### src/rtl/poly_pkg.sv
// poly_pkg: shared widths, reduction depth and FSM encoding for the polynomial evaluator.
package poly_pkg;
   localparam int WID_D   = 32;
   localparam int CNT_W   = 5;
   localparam int ORD_NUM = 30;
   typedef enum logic [1:0] {IDLE, PREP, RUN} state_e;
endpackage

### src/rtl/pair_mac_if.sv
// pair_mac_if: pairing-queue pop port and result-return port.
interface pair_mac_if;
   logic [poly_pkg::WID_D-1:0] a_left, a_right, data_out;
   logic [poly_pkg::CNT_W-1:0] order_cnt_i, order_cnt_out;
   logic                       dt_vld_i, mux2que_rdy, dt_vld_out;
   modport master (
      output a_left, a_right, order_cnt_i, dt_vld_i,
      input  mux2que_rdy, data_out, order_cnt_out, dt_vld_out
   );
   modport slave (
      input  a_left, a_right, order_cnt_i, dt_vld_i,
      output mux2que_rdy, data_out, order_cnt_out, dt_vld_out
   );
endinterface

### src/rtl/mul_trunc.sv
// mul_trunc: W x W multiplier keeping only the low W bits of the product.
module mul_trunc #(parameter int W = 32) (
   input  logic [W-1:0] a_i,
   input  logic [W-1:0] b_i,
   output logic [W-1:0] p_o
);
   assign p_o = a_i * b_i;
endmodule

### src/rtl/pair_mac.sv
// pair_mac: pops {a_left, a_right, cnt} pairs and returns a_left + a_right * x^(2^cnt) with cnt + 1.
// Builds the squared-power table of x first; one multiplier serves both table build and pair products.
module pair_mac import poly_pkg::*; (
   input  logic             clk,
   input  logic             rst,
   input  logic             start,
   input  logic [WID_D-1:0] x_in,
   pair_mac_if.slave        q,
   output logic             x_rdy,
   output logic             cnt_err
);
   state_e           state_q, state_d;
   logic [CNT_W-1:0] prep_cnt_q, prep_cnt_d, pidx, idx;
   logic             cnt_err_q, cnt_err_d;
   logic [WID_D-1:0] pow_q [ORD_NUM];
   logic [WID_D-1:0] mul_a, mul_b, mul_p;
   logic             start_acc, pop, in_rng;
   logic             s1_vld_q, s2_vld_q, vld_q;
   logic [WID_D-1:0] s1_al_q, s1_prod_q, s2_al_q, s2_prod_q, data_q;
   logic [CNT_W-1:0] s1_cnt_q, s2_cnt_q, ocnt_q;

   mul_trunc #(.W(WID_D)) u_mul (.a_i(mul_a), .b_i(mul_b), .p_o(mul_p));

   always_comb begin
      start_acc  = start && state_q != PREP;
      pop        = q.dt_vld_i && state_q == RUN && !start;
      in_rng     = q.order_cnt_i < CNT_W'(ORD_NUM);
      idx        = in_rng ? q.order_cnt_i : '0;
      pidx       = prep_cnt_q - CNT_W'(1);
      mul_a      = state_q == PREP ? pow_q[pidx] : q.a_right;
      mul_b      = state_q == PREP ? pow_q[pidx] : pow_q[idx];
      state_d    = start_acc ? PREP :
                   (state_q == PREP && prep_cnt_q == CNT_W'(ORD_NUM - 1)) ? RUN : state_q;
      prep_cnt_d = start_acc ? CNT_W'(1) : state_q == PREP ? prep_cnt_q + CNT_W'(1) : prep_cnt_q;
      cnt_err_d  = start_acc ? 1'b0 : cnt_err_q | (pop && !in_rng);
   end

   always_ff @(posedge clk) begin
      if (rst) begin
         state_q    <= IDLE;
         prep_cnt_q <= '0;
         cnt_err_q  <= 1'b0;
         for (int i = 0; i < ORD_NUM; i++) pow_q[i] <= '0;
         s1_vld_q   <= 1'b0;
         s2_vld_q   <= 1'b0;
         vld_q      <= 1'b0;
         s1_al_q    <= '0;
         s1_prod_q  <= '0;
         s1_cnt_q   <= '0;
         s2_al_q    <= '0;
         s2_prod_q  <= '0;
         s2_cnt_q   <= '0;
         data_q     <= '0;
         ocnt_q     <= '0;
      end else begin
         state_q    <= state_d;
         prep_cnt_q <= prep_cnt_d;
         cnt_err_q  <= cnt_err_d;
         if (start_acc) pow_q[0] <= x_in;
         else if (state_q == PREP) pow_q[prep_cnt_q] <= mul_p;
         // out-of-range pairs are consumed but never enter the pipeline
         s1_vld_q <= pop && in_rng;
         if (pop) begin
            s1_al_q   <= q.a_left;
            s1_prod_q <= mul_p;
            s1_cnt_q  <= q.order_cnt_i;
         end
         s2_vld_q  <= s1_vld_q;
         s2_al_q   <= s1_al_q;
         s2_prod_q <= s1_prod_q;
         s2_cnt_q  <= s1_cnt_q;
         vld_q     <= s2_vld_q;
         if (s2_vld_q) begin
            data_q <= s2_al_q + s2_prod_q;
            ocnt_q <= s2_cnt_q + CNT_W'(1);
         end
      end
   end

   assign q.mux2que_rdy   = state_q == RUN;
   assign q.data_out      = data_q;
   assign q.order_cnt_out = ocnt_q;
   assign q.dt_vld_out    = vld_q;
   assign x_rdy           = state_q == RUN;
   assign cnt_err         = cnt_err_q;
endmodule

### src/flat_wrapper.sv
// flat-port wrapper written by rule: the top's interface ports become plain ports
module pair_mac_flat import poly_pkg::*;
  (clk, rst, start, x_in, x_rdy, cnt_err, q_a_left, q_a_right, q_order_cnt_i, q_dt_vld_i, q_mux2que_rdy, q_data_out, q_order_cnt_out, q_dt_vld_out);
  pair_mac_if q_i ();
  input  logic clk;
  input  logic rst;
  input  logic start;
  input  logic [WID_D-1:0] x_in;
  output logic x_rdy;
  output logic cnt_err;
  input wire logic [$bits(q_i.a_left)-1:0] q_a_left;
  input wire logic [$bits(q_i.a_right)-1:0] q_a_right;
  input wire logic [$bits(q_i.order_cnt_i)-1:0] q_order_cnt_i;
  input wire logic [$bits(q_i.dt_vld_i)-1:0] q_dt_vld_i;
  output wire logic [$bits(q_i.mux2que_rdy)-1:0] q_mux2que_rdy;
  output wire logic [$bits(q_i.data_out)-1:0] q_data_out;
  output wire logic [$bits(q_i.order_cnt_out)-1:0] q_order_cnt_out;
  output wire logic [$bits(q_i.dt_vld_out)-1:0] q_dt_vld_out;
  assign q_i.a_left = q_a_left;
  assign q_i.a_right = q_a_right;
  assign q_i.order_cnt_i = q_order_cnt_i;
  assign q_i.dt_vld_i = q_dt_vld_i;
  assign q_mux2que_rdy = q_i.mux2que_rdy;
  assign q_data_out = q_i.data_out;
  assign q_order_cnt_out = q_i.order_cnt_out;
  assign q_dt_vld_out = q_i.dt_vld_out;
  pair_mac u_core (.clk(clk), .rst(rst), .start(start), .x_in(x_in), .q(q_i), .x_rdy(x_rdy), .cnt_err(cnt_err));
endmodule
### config.mk
export PLATFORM = sky130hd
export DESIGN_NAME = pair_mac_flat
export DESIGN_NICKNAME = d
export VERILOG_FILES = /design/src/rtl/poly_pkg.sv /design/src/rtl/pair_mac_if.sv /design/src/rtl/mul_trunc.sv /design/src/rtl/pair_mac.sv /design/src/flat_wrapper.sv
export SDC_FILE = /design/constraint.sdc
export NUM_CORES = 2
export LEC_CHECK = 0
export BUFFER_PORTS_ARGS = -buffer_cell sky130_fd_sc_hd__buf_2
export CORE_MARGIN = 1.5
export CORE_UTILIZATION = 50
export CTS_CLUSTER_DIAMETER = 120
export CTS_CLUSTER_SIZE = 30
export DETAILED_ROUTE_END_ITERATION = 10
export PLACE_DENSITY_LB_ADDON = 0.2
export SYNTH_ARGS = -nofsm -noshare
export SYNTH_HDL_FRONTEND = slang
export SYNTH_HIERARCHICAL = 1
export SYNTH_SLANG_ARGS = --single-unit
export TNS_END_PERCENT = 100
### constraint.sdc
create_clock -name clk -period 11.19 [get_ports clk]
set_clock_uncertainty 0.2 [all_clocks]
set_input_delay 0.5595 -clock clk [delete_from_list [all_inputs] [get_ports clk]]
set_output_delay 0.5595 -clock clk [all_outputs]
set_load 0.05 [all_outputs]
After elaboration in Yosys (flattened, before gate mapping)
Memory sizes are Yosys's and may differ from the RTL's.
Cells that the tools add are included.
{"block": "totals", "n_memories": 1, "ff_bits": 186, "output_inout_bits": 41, "ramBits": 960}
{"block": "classes", "n_lt_le_gt_ge": 1, "bitwise_logic": 2, "reduce_logical": 12, "n_eq_ne": 4, "n_mux": 20, "add_sub_neg": 4, "n_mul": 1}
{"memory": "u_core.pow_q", "words": 30, "width": 32, "rd": 2, "rd_ports_with_merged_regs": 0, "wr": 30, "line": "pair_mac.sv:15", "source": "logic [WID_D-1:0] pow_q [ORD_NUM];"}
{"operator": "2-to-1 mux 32 bit", "count": 4}
{"operator": "adder 32 bit", "count": 1}
{"operator": "multiplier 32 x 32 -> 32 bit", "count": 1}
{"operator": "OR reduction 32 bit", "count": 1}
{"operator": "2-to-1 mux 1 bit", "count": 14}
{"operator": "adder 5 x 1 -> 5 bit, second input constant", "count": 2}
{"operator": "2-to-1 mux 5 bit", "count": 2}
{"operator": "logical AND 1 bit", "count": 6}
{"operator": "== test 5 bit, second input constant", "count": 1}
{"operator": "< comparator 5 bit, second input constant", "count": 1}
{"operator": "subtractor 5 x 1 -> 5 bit, second input constant", "count": 1}
{"operator": "nonzero test 2 bit", "count": 2}
{"operator": "== test 2 x 1 -> 1 bit, second input constant", "count": 1}
{"operator": "== test 2 bit, second input constant", "count": 1}
{"operator": "zero test 1 bit", "count": 2}
{"operator": "!= test 2 x 1 -> 1 bit, second input constant", "count": 1}
{"operator": "OR 1 bit", "count": 2}
{"operator": "OR reduction 2 bit", "count": 1}

Depth between registers and ports, before layout
{"block": "logic_depth", "depth_word": 7, "ltp_mapped": 42, "mapped_depth_nobuf": 33}

Hierarchy
Netlist, hierarchy kept.
{"module": "pair_mac", "area_per_inst_um2": 63333.2, "cells_per_inst": 5108, "instances": 1}
{"module": "mul_trunc", "area_per_inst_um2": 15742.6, "cells_per_inst": 1708, "instances": 1}

Worst setup path before layout
Ideal clock, no wire load.
{"block": "synth_timing", "path_kind": "reg2reg", "startpoint": "register u_core.prep_cnt_q[0]", "endpoint": "memory u_core.pow_q[21][30] (data pin)", "setup_slack_ps": 1107, "arrival_time_ps": 9628, "required_time_ps": 10735, "period_less_slack_ps": 10083, "path_stages_with_launch": 36, "path_cell_list": "dfxtp_1 > buf_6 > buf_6 > buf_2 > inv_1 > ha_1 > clkbuf_1 > clkbuf_1 > clkbuf_1 > mux4_2 > mux4_2 > mux2i_1 > nor2_1 > a21o_1 > clkbuf_1 > clkbuf_1 > and2_1 > fa_1 > inv_1 > fa_1 > fa_1 > fa_1 > inv_1 > fa_1 > fa_1 > fa_1 > fa_1 > ha_1 > a21o_1 > a21o_1 > a311o_1 > a311oi_1 > a21oi_1 > o311a_1 > clkbuf_1 > and2_1"}
{"element": "start, declared", "line": "pair_mac.sv:13", "source": "logic [CNT_W-1:0] prep_cnt_q, prep_cnt_d, pidx, idx;"}
{"element": "start signal, assigned", "line": "pair_mac.sv:57", "source": "prep_cnt_q <= prep_cnt_d;"}
{"element": "end, declared", "line": "pair_mac.sv:15"}

Worst setup path after layout
{"block": "layout_timing", "startpoint": "register u_core.prep_cnt_q[0]", "endpoint": "register u_core.s1_prod_q[28]"}
{"block": "layout_via", "elab_chain_len": 4}
{"element": "subtractor 5 x 1 -> 5 bit", "line": "pair_mac.sv:29", "source": "pidx = prep_cnt_q - CNT_W'(1);"}
{"element": "memory (30 x 32 bit)"}
{"element": "2-to-1 mux 32 bit", "line": "pair_mac.sv:31", "source": "mul_b = state_q == PREP ? pow_q[pidx] : pow_q[idx];"}
{"element": "named net u_core.mul_b[11]", "line": "pair_mac.sv:16", "source": "logic [WID_D-1:0] mul_a, mul_b, mul_p;"}
{"element": "multiplier 32 x 32 -> 32 bit", "line": "mul_trunc.sv:7", "source": "assign p_o = a_i * b_i;"}
{"element": "named net u_core.mul_p[28]", "line": "pair_mac.sv:16"}
{"element": "end signal, assigned", "line": "pair_mac.sv:65", "source": "s1_prod_q <= mul_p;"}
{"element": "end, declared", "line": "pair_mac.sv:19", "source": "logic [WID_D-1:0] s1_al_q, s1_prod_q, s2_al_q, s2_prod_q, data_q;"}
The timed path passes the listed nets, and every way through them passes these cells.
A chain may end at the register's enable or synchronous reset.

==> summary.md <==
| Metric | Value |
|---|---|
| DP HPWL | ~180000 µm |
| Setup crit end kind | flop |
| Fin crit share | between 90 and 100% |
| Vias per inst | 6.48 |
| Worst EP arrival | about 11 ns |
| Root Buffer Master | clkbuf_16 |
| Num CTS Buffers | 47 |
| Setup Buffers After CTS | 0 |
| CTS tree | done |
| Mean post-synth cell area | about 12 µm² |
| Layout Nets | ~7.5k |
| Synth Warn # | 6 |
| Worst-Margin Slew | 1.39 ns |
| CP Launch Type | flop |
| Distinct cells, synth | 77 |
| Final Hold Viols | 0 |
| Gpl congestion | 0.950 |
| Ratio of cells with drive above 1 in the final layout | around 15% |
| CP required | 11.64 ns |
| Overall Global Routing Usage | 35.1% |
| Max incr delay on CP | 0.79 ns |
| Slew margin rel. | 7.02% |
| Die Ht | 401 µm |
| GRT overflow | 0 |
| Synth area leaders | edfxtp_1 39%, fa_1 10%, and2_1 10% |
| # port buffers | approximately 150 |
| Register clock-pin slew on the reported worst setup and hold paths | 0.12 ns |
| Crit-path slowest cell | nor2_1 |
| Number of cell rows | 145 |
| Max Slew Vio Count | 0 |
| CTS H-tree depth | 2 |
| Initial antenna violation count | 23 |
| FF+latch count, synth | 1210 |
| CP Max Fanout | 55 |
| Yosys top cell by area | edfxtp_1 |
| Final min period | 11.04 ns |
| Via Count | 57.5k |
| Routed wire per std cell | approximately 32 µm |
| Initial Util | 50.5% |
| Final ANT Viol Nets | 0 |
| Die area | 0.161 mm² |
| Residual DRC | 0 |
| Asr flop ratio synth | 0% |
| Core box area | 0.157 mm² |
| Clk_lat worst skew | 0.73 ns |
| Worst hold slack | 0.0371 ns |
| Max-cap viol count | 0 |
| Largest net degree at the start of global routing | approximately 190 |
| Total wire length | around 290000 µm |
| Vias in the first global route | about 57k |
| Max Clk Rate | slightly above 0.09 GHz |
| Initial DRC Count | 8391 |
| Post-Syn Instances | between 6k and 7k |
| Final setup viols | 0 |
| Net Count, Synth | around 7.5k |
| Outcome | finished clean |
| Hold WC Path Type | in2reg |
| Critical path type | reg2reg |
| Area growth syn-to-layout | 8.25% |
| Most used DFF post-synth | edfxtp_1 |
| RSZ-0062 raised after global routing | no |
| Synth Cell Area | 0.0791 mm² |
| First-pass GRT wire length | 406000 µm |
| Setup tns final | 0 ns |
| Yosys top cell area share | 38.9% |
| Crit-path most repeated cell | fa_1 |
| EDFF count, synth | approximately 1.0k |
| Sequential cell area fraction in the yosys report | between 40% and 50% |
| Die width | about 400 µm |
| IO Count | 146 |
| CTS Buffer Depth | 3 |
| Sink Count | 1210 |
| TritonRoute pass-1 iters | 6 |
## registers in the layout (all words and copies together), names as in the netlist
register and count:
u_core/pow_q 1024, u_core/q.data_out 32, u_core/s1_al_q 32, u_core/s1_prod_q 32
u_core/s2_al_q 32, u_core/s2_prod_q 32, u_core/prep_cnt_q 5, u_core/q.order_cnt_out 5
u_core/s1_cnt_q 5, u_core/s2_cnt_q 5, u_core/state_q 2, u_core/cnt_err 1
u_core/q.dt_vld_out 1, u_core/s1_vld_q 1, u_core/s2_vld_q 1
## placed cells by master (no fill, tap or decap), types with 25 or more instances in the layout
master and count:
mux2_2 34, a41oi_1 33, clkbuf_16 48, nand2_1 397, a22o_1 33, nor2_1 208, xor2_1 25, a211oi_1 170
ha_1 158, fa_1 409, nor2b_1 199, a211o_1 35, a31oi_1 39, a21o_1 96, nor4_1 32, o21ai_0 147
o221ai_1 67, dlygate4sd3_1 54, o221a_2 31, a22oi_1 31, or2_2 29, mux2i_1 138, buf_2 142, inv_1 438
buf_4 271, dfxtp_1 184, buf_12 48, xnor2_1 56, a221oi_1 33, edfxtp_1 1024, a21oi_1 259, mux4_2 323
and2_1 1300
## cell usage after synthesis (34+ instances only)
master       n
and2_1    1300
edfxtp_1  1024
clkbuf_1   483
inv_1      438
fa_1       409
nand2_1    399
mux4_2     323
a21oi_1    261
nor2_1     244
nor2b_1    202
dfxtp_1    186
a211oi_1   170
ha_1       159
o21ai_0    147
mux2i_1    138
a21o_1      96
buf_2       78
xnor2_1     76
o221ai_1    67
a31oi_1     40
a211o_1     35
mux2_2      34
## stage by stage
step	cells	worst slack, ns	area (µm²)	utilization, %
6_report	8871	0.154	85600	54.7
5_1_grt	8869	0.0159	85600	54.7
4_1_cts	8868	0.313	85600	54.7
3_5_place_dp	8742	0.242	83700	53.4
3_3_place_gp	8742	0.218	83700	53.4
2_1_floorplan	6816	1.11	79100	-
## worst max-delay path: cells and delay by family, from the launching register on
family	cells	cell delay [ns]
adders and majority gates	9	3.92
and+or+nand+nor	6	1.71
buffers and inverters	7	1.60
AOI/OAI and AO/OA	5	1.58
xor gates and xnor gates	2	0.91
DFF	1	0.48
muxes	2	0.47
## layer usage
layer	part of all wire [%]	track usage, %
met1	38	47.0
met2	44	53.2
met3	13	9.37
met4	5.9	17.2
met5	0.027	0
## cell type report
cell class / count / area [µm²]
Inverter: 439 / 1650
Multi-Input combinational cell: 4571 / 41200
Antenna cell: 3 / 7.51
Sequential cell: 1210 / 34500
Fill cell: 13291 / 71000
Clock inverter: 6 / 133
Tap cell: 2058 / 2570
Clock buffer: 66 / 1270
Timing Repair Buffer: 518 / 4290
## cell families after synthesis
logic type | Yosys count | synth area share (%)
AO/OA/AOI/OAI | 1079 | 9.46
XOR/XNOR | 111 | 1.26
adder cells (fa/ha/maj) | 568 | 12.9
buffers and inverters | 1035 | 5.07
flip-flops | 1210 | 43.6
multiplexers | 495 | 11.4
AND/OR/NAND/NOR | 2318 | 16.3
## path summary, 6_finish.rpt
check	from	slack (ns)	end	cells past startpoint
max	u_core/prep_cnt_q[0]	0.15	u_core/s1_prod_q[28]	31
min	x_in[7]	0.04	u_core/pow_q[0][7]	2
max reg2reg	u_core/prep_cnt_q[0]	0.15	u_core/s1_prod_q[28]	31
min reg2reg	u_core/s1_vld_q	0.25	u_core/s2_vld_q	1
## timing repair
item                                   4_1_cts  5_1_grt
hold buffers                                54        0
endpoints found under the hold margin       54        0
resized for setup                            0        0
Power is not shown: default switching activity piles up to over one toggle a cycle in this logic, so the estimate is an artifact.
